$ cat src/rtl/alu_pkg.sv
// Purpose: shared ALU types: serial add/sub FSM states and add/sub mode encodings.
// Latency: n/a (types and constants only).
// Backpressure: n/a.
package alu_pkg;

    typedef enum logic [1:0] {
        IDLE = 2'd0,
        BUSY = 2'd1,
        DONE = 2'd2
    } state_e;

    localparam logic ADD = 1'b0;
    localparam logic SUB = 1'b1;

endpackage

$ cat src/rtl/nbit_adder.sv
// Purpose: N-bit ripple adder with carry in/out; one chunk of the serial add/sub.
// Latency: combinational.
// Backpressure: none (pure logic).
module nbit_adder #(
    parameter int N = 4
) (
    input  logic [N-1:0] a,
    input  logic [N-1:0] b,
    input  logic         cin,
    output logic [N-1:0] sum,
    output logic         cout
);

    // Full-width sum, one extra bit captures the carry out of the MSB.
    assign {cout, sum} = {1'b0, a} + {1'b0, b} + {{N{1'b0}}, cin};

endmodule

$ cat src/rtl/addsub_serial.sv
// Purpose: handshaked N-bit add/sub, CHUNK bits per cycle, carry/ovf/zero/neg flags; ADDSUB_SAT_EN adds signed saturation.
// Latency: accepted at edge k, out_valid after edge k+C (C = N/CHUNK); one op per C+2 cycles.
// Backpressure: in_ready only in IDLE; DONE holds result and flags while out_ready is low.
module addsub_serial
    import alu_pkg::*;
#(
    parameter int N     = 8,
    parameter int CHUNK = 4
) (
    input  logic         clk,
    input  logic         rst_n,
    input  logic         in_valid,
    output logic         in_ready,
    input  logic [N-1:0] a,
    input  logic [N-1:0] b,
    input  logic         addn_sub,
    input  logic         sat,
    output logic         out_valid,
    input  logic         out_ready,
    output logic [N-1:0] s,
    output logic         cout,
    output logic         ovf,
    output logic         zero,
    output logic         neg
);

    localparam int C     = N / CHUNK;
    localparam int IDX_W = (C > 1) ? $clog2(C) : 1;

    // Width must split evenly into chunks.
    generate
        if ((CHUNK < 1) || (N % CHUNK != 0)) begin : g_bad_chunk
            $error("addsub_serial: N must be a non-zero multiple of CHUNK");
        end
    endgenerate

    state_e             state_q, state_d;
    logic [N-1:0]       a_q, a_d;
    logic [N-1:0]       b_q, b_d;          // B already inverted for subtract
    logic               carry_q, carry_d;
    logic [IDX_W-1:0]   idx_q, idx_d;
    logic [N-1:0]       s_q, s_d;
    logic               cout_q, cout_d;
    logic               ovf_q, ovf_d;
    logic               zero_q, zero_d;
    logic               neg_q, neg_d;
`ifdef ADDSUB_SAT_EN
    logic               sat_q, sat_d;
`else
    logic               unused_sat;
    assign unused_sat = sat;
`endif

    logic [CHUNK-1:0]   a_chunk, b_chunk, sum_chunk;
    logic               carry_chunk;
    logic [N-1:0]       s_merged;
    logic [N-1:0]       s_final;
    logic               ovf_w;
    logic               last_chunk;

    assign last_chunk = (idx_q == IDX_W'(C - 1));

    // Select the operand slices for the current chunk index.
    always_comb begin
        a_chunk = '0;
        b_chunk = '0;
        for (int i = 0; i < C; i++) begin
            if (idx_q == IDX_W'(i)) begin
                a_chunk = a_q[i*CHUNK +: CHUNK];
                b_chunk = b_q[i*CHUNK +: CHUNK];
            end
        end
    end

    nbit_adder #(.N(CHUNK)) u_chunk_add (
        .a    (a_chunk),
        .b    (b_chunk),
        .cin  (carry_q),
        .sum  (sum_chunk),
        .cout (carry_chunk)
    );

    // Result with the current chunk's sum merged in; on the last chunk this is the full wrapped result.
    always_comb begin
        s_merged = s_q;
        for (int i = 0; i < C; i++) begin
            if (idx_q == IDX_W'(i)) begin
                s_merged[i*CHUNK +: CHUNK] = sum_chunk;
            end
        end
    end

    // Signed overflow of the wrapped result and the (optionally saturated) final value.
    always_comb begin
        ovf_w   = (a_q[N-1] == b_q[N-1]) && (s_merged[N-1] != a_q[N-1]);
        s_final = s_merged;
`ifdef ADDSUB_SAT_EN
        if (sat_q && ovf_w) begin
            s_final = a_q[N-1] ? {1'b1, {(N-1){1'b0}}} : {1'b0, {(N-1){1'b1}}};
        end
`endif
    end

    // FSM next state: accept in IDLE, step chunks in BUSY, wait for consumer in DONE.
    always_comb begin
        state_d = state_q;
        case (state_q)
            IDLE:    if (in_valid)   state_d = BUSY;
            BUSY:    if (last_chunk) state_d = DONE;
            DONE:    if (out_ready)  state_d = IDLE;
            default: state_d = IDLE;
        endcase
    end

    // FSM outputs: handshake signals decode directly from state.
    always_comb begin
        in_ready  = (state_q == IDLE);
        out_valid = (state_q == DONE);
    end

    // Datapath next values: latch operands on accept, add one chunk per BUSY cycle, finalise flags on the last.
    always_comb begin
        a_d     = a_q;
        b_d     = b_q;
        carry_d = carry_q;
        idx_d   = idx_q;
        s_d     = s_q;
        cout_d  = cout_q;
        ovf_d   = ovf_q;
        zero_d  = zero_q;
        neg_d   = neg_q;
`ifdef ADDSUB_SAT_EN
        sat_d   = sat_q;
`endif
        case (state_q)
            IDLE: begin
                if (in_valid) begin
                    a_d     = a;
                    b_d     = b ^ {N{addn_sub}};
                    carry_d = (addn_sub == SUB);
                    idx_d   = '0;
`ifdef ADDSUB_SAT_EN
                    sat_d   = sat;
`endif
                end
            end
            BUSY: begin
                carry_d = carry_chunk;
                if (last_chunk) begin
                    s_d    = s_final;
                    cout_d = carry_chunk;
                    ovf_d  = ovf_w;
                    zero_d = (s_final == '0);
                    neg_d  = s_final[N-1];
                end else begin
                    s_d    = s_merged;
                    idx_d  = idx_q + 1'b1;
                end
            end
            default: ;
        endcase
    end

    // State and datapath registers with synchronous active-low reset.
    always_ff @(posedge clk) begin
        if (!rst_n) begin
            state_q <= IDLE;
            a_q     <= '0;
            b_q     <= '0;
            carry_q <= 1'b0;
            idx_q   <= '0;
            s_q     <= '0;
            cout_q  <= 1'b0;
            ovf_q   <= 1'b0;
            zero_q  <= 1'b0;
            neg_q   <= 1'b0;
`ifdef ADDSUB_SAT_EN
            sat_q   <= 1'b0;
`endif
        end else begin
            state_q <= state_d;
            a_q     <= a_d;
            b_q     <= b_d;
            carry_q <= carry_d;
            idx_q   <= idx_d;
            s_q     <= s_d;
            cout_q  <= cout_d;
            ovf_q   <= ovf_d;
            zero_q  <= zero_d;
            neg_q   <= neg_d;
`ifdef ADDSUB_SAT_EN
            sat_q   <= sat_d;
`endif
        end
    end

    assign s    = s_q;
    assign cout = cout_q;
    assign ovf  = ovf_q;
    assign zero = zero_q;
    assign neg  = neg_q;

endmodule

$ cat config.mk
export PLATFORM = sky130hd
export DESIGN_NAME = addsub_serial
export DESIGN_NICKNAME = d
export VERILOG_FILES = /design/src/rtl/alu_pkg.sv /design/src/rtl/nbit_adder.sv /design/src/rtl/addsub_serial.sv
export SDC_FILE = /design/constraint.sdc
export NUM_CORES = 1
export LEC_CHECK = 0
export ABC_AREA = 1
export ABC_CLOCK_PERIOD_IN_PS = 4150
export BUFFER_PORTS_ARGS = -buffer_cell sky130_fd_sc_hd__clkbuf_2
export CAP_MARGIN = 5
export CORE_MARGIN = 2
export CORE_UTILIZATION = 40
export CTS_CLUSTER_SIZE = 8
export DETAILED_ROUTE_END_ITERATION = 7
export PLACE_DENSITY = 0.66
export SLEW_MARGIN = 0
export SYNTH_ARGS = -nofsm -noshare
export SYNTH_HDL_FRONTEND = slang
export SYNTH_SLANG_ARGS = --single-unit
$ cat constraint.sdc
create_clock -name clk -period 4.15 [get_ports clk]
set_input_delay 0.415 -clock clk [delete_from_list [all_inputs] [get_ports clk]]
set_output_delay 0.415 -clock clk [all_outputs]
set_load 0.02 [all_outputs]
==> impl_metrics.yaml, run 1 <==
worst_setup_path:
  max_stage_delay_ps: 760
  cp_cell_sequence: "o21ai_0, fa_1, inv_1, fa_1, nor3_2, nand2_1, nor3_2, nand3_1, a21oi_1"
  critPathLaunchType: "flop"
  worst-path-max-fanout: 19
  cp.arrival_ps: 2850
  critPathSlowestCell: "dfxtp_1"
  critPathRequiredTime_ps: 4360
  path_class: "flop to flop"
  critPathCaptureType: "flop"
floorplan:
  initial_utilization: 0.421
  die_y_um: 66.5
  fp.dieW_um: 66.5
  ios: 36
  die_area_um2: 4420
  core-area_um2: 3720
  rows: 22
timing:
  fmax_ghz: 0.378
  worst_pin_slew_ps: 684
  max-slew-margin-rel: 0.543
  setup_viol: 0
  fin_setup_tns_ps: 0
  period_share: 0.638
  finalHoldViolations: 0
  slew_violations: 0
  fin_worst_skew_ps: 3.67
  rsz0062_at_grt: "false"
  fin_crit_ps: 2650
cells_and_area:
  antenna_cells: 0
  design_area_um2: 1840
  drive_above_1_share: 0.216
  areaGrowthSynthToFinish_pct: 17.5
  fin_util: 0.494
  final_cells: 284
  final_nets: 262
detailed_routing:
  wl_per_cell_um: 10.6
  drt-pass1-iter-count: 4
  drcViolationCount: 0
  vias_per_cell: 4.63
  num_vias: 1316
  final_antenna_net_count: 0
  drt_iter0_markers: 66
  routed_wl_um: 3010
synth:
  avgSynthCellArea_um2: 7.66
  synth_warnings: 0
  syn-cell-area_um2: 1560
  yosysTopAreaCell: "dfxtp_1"
  synth_common_cells: "dfxtp_1 (32), nand2_1 (28), nor2_1 (27)"
  ys_seq_area_frac: 0.410
  yosysUniqueCellTypes: 26
  yosysMostFrequentCell: "dfxtp_1"
  synth_nets: 231
  synth_edf_count: 0
  ys.flop_type: "dfxtp_1"
  synth_top_area_share: 0.410
  ys_ff_latch: 32
  postSynth.asyncResetShare: 0
  synth.top_cells.by_area: "dfxtp_1 (41%), o21ai_0 (8.0%), nand2_1 (6.7%)"
  netlist_instances: 204
clock_tree:
  clkTransAtPathRegs_ps: 70
  cts_tree: "built"
  htree_num_levels: 2
  ctsResizeCount: 0
  hold_buffers: 0
  cts.sinks: 32
  insertion_delay_ps: 280
  clockBufferDepth: 2
  cts-buffers-inserted: 5
  cts_root_buffer: "clkbuf_8"
  cts_setup_buffers: 0
outcome:
  status: "completed"
global_routing:
  grt_util_all_layers: 0.160
  antenna_found_initial: 0
  grt_pass1_vias: 1182
  grt_pass1_wl_um: 5310
  overflow: 0
  grt_max_degree: 22
place:
  gp_congestion: 0.792
  placedInstanceArea_um2: 1730
  dp_cells: 276
  io_buffers: 34
  dp.final_hpwl_um: 2220
pwr:
  p_total_w: 0.000793
  p_per_area_nw_per_um2: 432
  p_leak_nw: 0.850
  ir_drop_uv: 196
min_path:
  hold_path_class: "input port to flop"
job:
  drv_cap: 0
[worst max-delay path, delay by kind of cell (launching register included)]
kind                     cells  cell delay, ps
AO/OA/AOI/OAI                2             380
adder cells (fa/ha/maj)      2             880
buffers and inverters        1              90
flip-flops                   1             760
AND/OR/NAND/NOR              4             470
[stage by stage]
stage	hold WS (ps)	setup WS (ps)
after floorplan	424	1850
after global placement	436	1550
after detailed placement	443	1490
after CTS	372	1480
after global routing	379	1190
final	380	1500
[worst paths after layout]
path / to / cells past startpoint / start / slack, ps
worst max register to register: zero / 9 / idx_q / 1500
worst min-delay path: a_q[0] / 3 / a[0] / 380
worst min register to register: b_q[3] / 2 / b_q[3] / 450
worst max-delay path: zero / 9 / idx_q / 1500
[layout make-up]
| cell class | instances | area [um2] |
|---|---|---|
| clock inverter | 2 | 35.0 |
| clock buffer | 6 | 72.6 |
| sequential | 32 | 641 |
| multi-input combinational | 136 | 757 |
| timing repair buffer | 34 | 170 |
| tap | 48 | 60.1 |
| inverter | 26 | 100 |
| fill | 402 | 1880 |
[cell families (layout without fill, tap and decap cells)]
family / count (synthesis) / after routing / synth area share
multiplexers: 2 / 2 / 0.0128
flip-flops: 32 / 32 / 0.410
buffers and inverters: 36 / 68 / 0.106
AND/OR/NAND/NOR: 73 / 73 / 0.209
XOR/XNOR: 9 / 9 / 0.0504
adder cells (fa/ha/maj): 5 / 5 / 0.0496
AO/OA/AOI/OAI: 47 / 47 / 0.163
[state kept, by name (all words and copies together), names as in the netlist]
register	cells
s	8
neg	1
idx_q	1
a_q	8
b_q	8
zero	1
ovf	1
cout	1
carry_q	1
state_q	2
[layout by cell type, fill, tap and decap left out]
| cell | synthesis | final |
|---|---|---|
| clkbuf_8 | 0 | 5 |
| nor2_2 | 1 | 1 |
| mux2i_1 | 2 | 2 |
| nor2_4 | 2 | 2 |
| inv_1 | 23 | 23 |
| nand3_1 | 11 | 11 |
| xnor2_1 | 5 | 5 |
| o21a_1 | 1 | 1 |
| a211oi_1 | 5 | 5 |
| clkinv_2 | 0 | 1 |
| inv_4 | 1 | 1 |
| nand2_1 | 28 | 28 |
| inv_2 | 2 | 2 |
| clkbuf_1 | 3 | 1 |
| a21oi_1 | 14 | 14 |
| xor2_1 | 4 | 4 |
| ha_1 | 3 | 3 |
| o211ai_1 | 1 | 1 |
| o21ai_0 | 25 | 25 |
| nor3_2 | 3 | 3 |
| a31oi_1 | 1 | 1 |
| bufinv_16 | 0 | 1 |
| dfxtp_1 | 32 | 32 |
| clkbuf_2 | 2 | 34 |
| fa_1 | 2 | 2 |
| or2_2 | 1 | 1 |
| nor2_1 | 27 | 27 |
[metal layers]
metal,share of wire,GRT usage,vias to the layer above
met1,0.47,0.211,565
met3,0.050,0.0608,5
li1,-,-,718
met2,0.47,0.240,28
met4,0.0083,0.0536,0
met5,0,0,-
[where the power goes]
group          switching [W]  internal, W
registers          0.0000175     0.000332
logic              0.0000965    0.0000583
clock network       0.000111     0.000178
No activity file was read; power rests on OpenSTA's default activity.
==> inputs of run 2 (changes only) <==
--- a/config.mk
+++ b/config.mk
@@ -6,14 +6,14 @@
 export NUM_CORES = 1
 export LEC_CHECK = 0
 export ABC_AREA = 1
-export ABC_CLOCK_PERIOD_IN_PS = 4150
+export ABC_CLOCK_PERIOD_IN_PS = 2260
 export BUFFER_PORTS_ARGS = -buffer_cell sky130_fd_sc_hd__clkbuf_2
 export CAP_MARGIN = 5
 export CORE_MARGIN = 2
 export CORE_UTILIZATION = 40
 export CTS_CLUSTER_SIZE = 8
 export DETAILED_ROUTE_END_ITERATION = 7
-export PLACE_DENSITY = 0.66
+export PLACE_DENSITY = 0.69
 export SLEW_MARGIN = 0
 export SYNTH_ARGS = -nofsm -noshare
 export SYNTH_HDL_FRONTEND = slang
==> constraint.sdc (replaced) <==
create_clock -name clk -period 2.26 [get_ports clk]
set_input_delay 0.226 -clock clk [delete_from_list [all_inputs] [get_ports clk]]
set_output_delay 0.226 -clock clk [all_outputs]
set_load 0.02 [all_outputs]
==> run 2 against run 1 <==
Count of clock-buffer cells in the layout is 1 higher. Fmax increased by 25%. Routed wire length fell by 0.23%. Sequential cell count is the same. Non-clock buffer count grew 4. Largest power group unchanged.
==> impl_metrics.yaml, run 2 (same netlist as run 1, synthesis figures left out) <==
global_routing:
  grt_pass1_wl_um: 5280
  overflow: 0
  grt_util_all_layers: 0.157
  grt_pass1_vias: 1244
  antenna_found_initial: 0
  grt_max_degree: 21
worst_setup_path:
  crit_end: "zero"
  cp_cell_sequence: "mux2i_1, fa_1, inv_1, fa_1, nor3_2, nand2_1, nor3_2, nand3_1, a21oi_1"
  critPathRequiredTime_ps: 2460
  r2r_slack_ps: 140
  r2r-start: "idx_q"
  cp.arrival_ps: 2330
  path_class: "flop to flop"
  critPathLaunchType: "flop"
  critPathBufInv: 1
  worst-path-max-fanout: 8
  rr_worst_depth: 9
  critPathSlowestCell: "fa_1"
  critPathCaptureType: "flop"
  cpLargestDelayFamily: "adder cells"
  r2r-end: "zero"
  cp.depth: 9
  max_stage_delay_ps: 460
  startpoint: "idx_q"
timing:
  fin_crit_ps: 2120
  slew_violations: 0
  fin_setup_tns_ps: 0
  setup_viol: 0
  period_share: 0.940
  fmax_ghz: 0.471
  finalHoldViolations: 0
  fin_worst_skew_ps: 4.81
  max-slew-margin-rel: 0.730
  worst_pin_slew_ps: 404
  rsz0062_at_grt: "false"
floorplan:
  rows: 22
  die_area_um2: 4420
  initial_utilization: 0.421
  die_y_um: 66.5
  ios: 36
  core-area_um2: 3720
  fp.dieW_um: 66.5
detailed_routing:
  wl_per_cell_um: 10.4
  drcViolationCount: 0
  drt_iter0_markers: 72
  num_vias: 1323
  vias_per_cell: 4.61
  routed_wl_um: 3000
  final_antenna_net_count: 0
  drt-pass1-iter-count: 4
clock_tree:
  htree_num_levels: 2
  cts-buffers-inserted: 5
  clockBufferDepth: 2
  cts_tree: "built"
  clkTransAtPathRegs_ps: 60
  cts.sinks: 32
  insertion_delay_ps: 280
  cts_root_buffer: "clkbuf_8"
  hold_buffers: 0
cells_and_area:
  antenna_cells: 0
  areaGrowthSynthToFinish_pct: 18.9
  layout_common_cells: "clkbuf_2 (34), dfxtp_1 (31), nand2_1 (28), nor2_1 (27), o21ai_0 (25)"
  design_area_um2: 1860
  final_nets: 266
  final_common_cell: "clkbuf_2"
  drive_above_1_share: 0.234
outcome:
  status: "completed"
pwr:
  p_leak_nw: 0.866
  p_per_area_nw_per_um2: 753
  ir_drop_uv: 350
place:
  gp_congestion: 0.803
  io_buffers: 34
  dp.final_hpwl_um: 2370
  placedInstanceArea_um2: 1760
min_path:
  hold_path_class: "input port to flop"
job:
  drv_cap: 0
==> run 2: cell types whose count changed in the layout (fill, tap and decap cells not counted) <==
| cell | change |
|---|---|
| buf_4 | +4 |
| bufinv_16 | -1 |
| clkbuf_1 | -1 |
| dfxtp_4 | +1 |
| dfxtp_1 | -1 |
| clkinv_2 | -1 |
| clkbuf_8 | +2 |
==> run 2: power breakdown <==
group	internal [W]	total [W]	switching (W)
clock network	0.000271	0.000457	0.000187
logic	0.000120	0.000305	0.000185
registers	0.000611	0.000636	0.0000255
total	0.00100	0.00140	0.000398
==> run 2: layout make-up <==
cell class | count | area, um2
inverter | 26 | 100
clock buffer | 7 | 96.3
sequential | 32 | 644
timing repair buffer | 38 | 200
multi-input combinational | 136 | 757
tap | 48 | 60.1
fill | 416 | 1860
==> run 2: per-stage QoR <==
stage / cells / setup WS, ps / hold slack, ps / utilization / power, W
floorplan: 204 / 63.3 / 386 / - / 0.000874
global placement: 280 / 94.0 / 444 / 0.473 / 0.000951
detailed placement: 280 / 37.8 / 454 / 0.473 / 0.000958
CTS: 287 / 20.9 / 197 / 0.499 / 0.00142
global route: 287 / 7.18 / 210 / 0.500 / 0.00150
finish: 287 / 137 / 194 / 0.500 / 0.00140
==> run 2: worst min-delay path by stage <==
stage	startpoint	end	cells past startpoint
after detailed placement	a_q[2]	a_q[2]	2
after floorplan	rst_n	b_q[0]	2
after CTS	a[1]	a_q[1]	3
after global routing	a[7]	a_q[7]	3
final	a[1]	a_q[1]	3
after global placement	b_q[1]	b_q[1]	2
==> run 2: repair_timing <==
action | in CTS | in global routing
hold endpoints to repair | 0 | 0
gates resized for setup | 0 | 2
setup buffers | 0 | 0
endpoints found under the setup margin | 0 | 2
==> run 2: routing by layer <==
| metal | track usage | wire length (um) |
|---|---|---|
| met4 | 0.0689 | 56 |
| met3 | 0.0490 | 168 |
| met2 | 0.256 | 1320 |
| met1 | 0.190 | 1450 |
| met5 | 0 | 0 |
==> run 2: worst register-to-register path, stage by stage, from the launching register on <==
cell	delay (ps)
dfxtp_4	370
mux2i_1	140
fa_1	400
inv_1	100
fa_1	460
nor3_2	190
nand2_1	70
nor3_2	100
nand3_1	90
a21oi_1	130
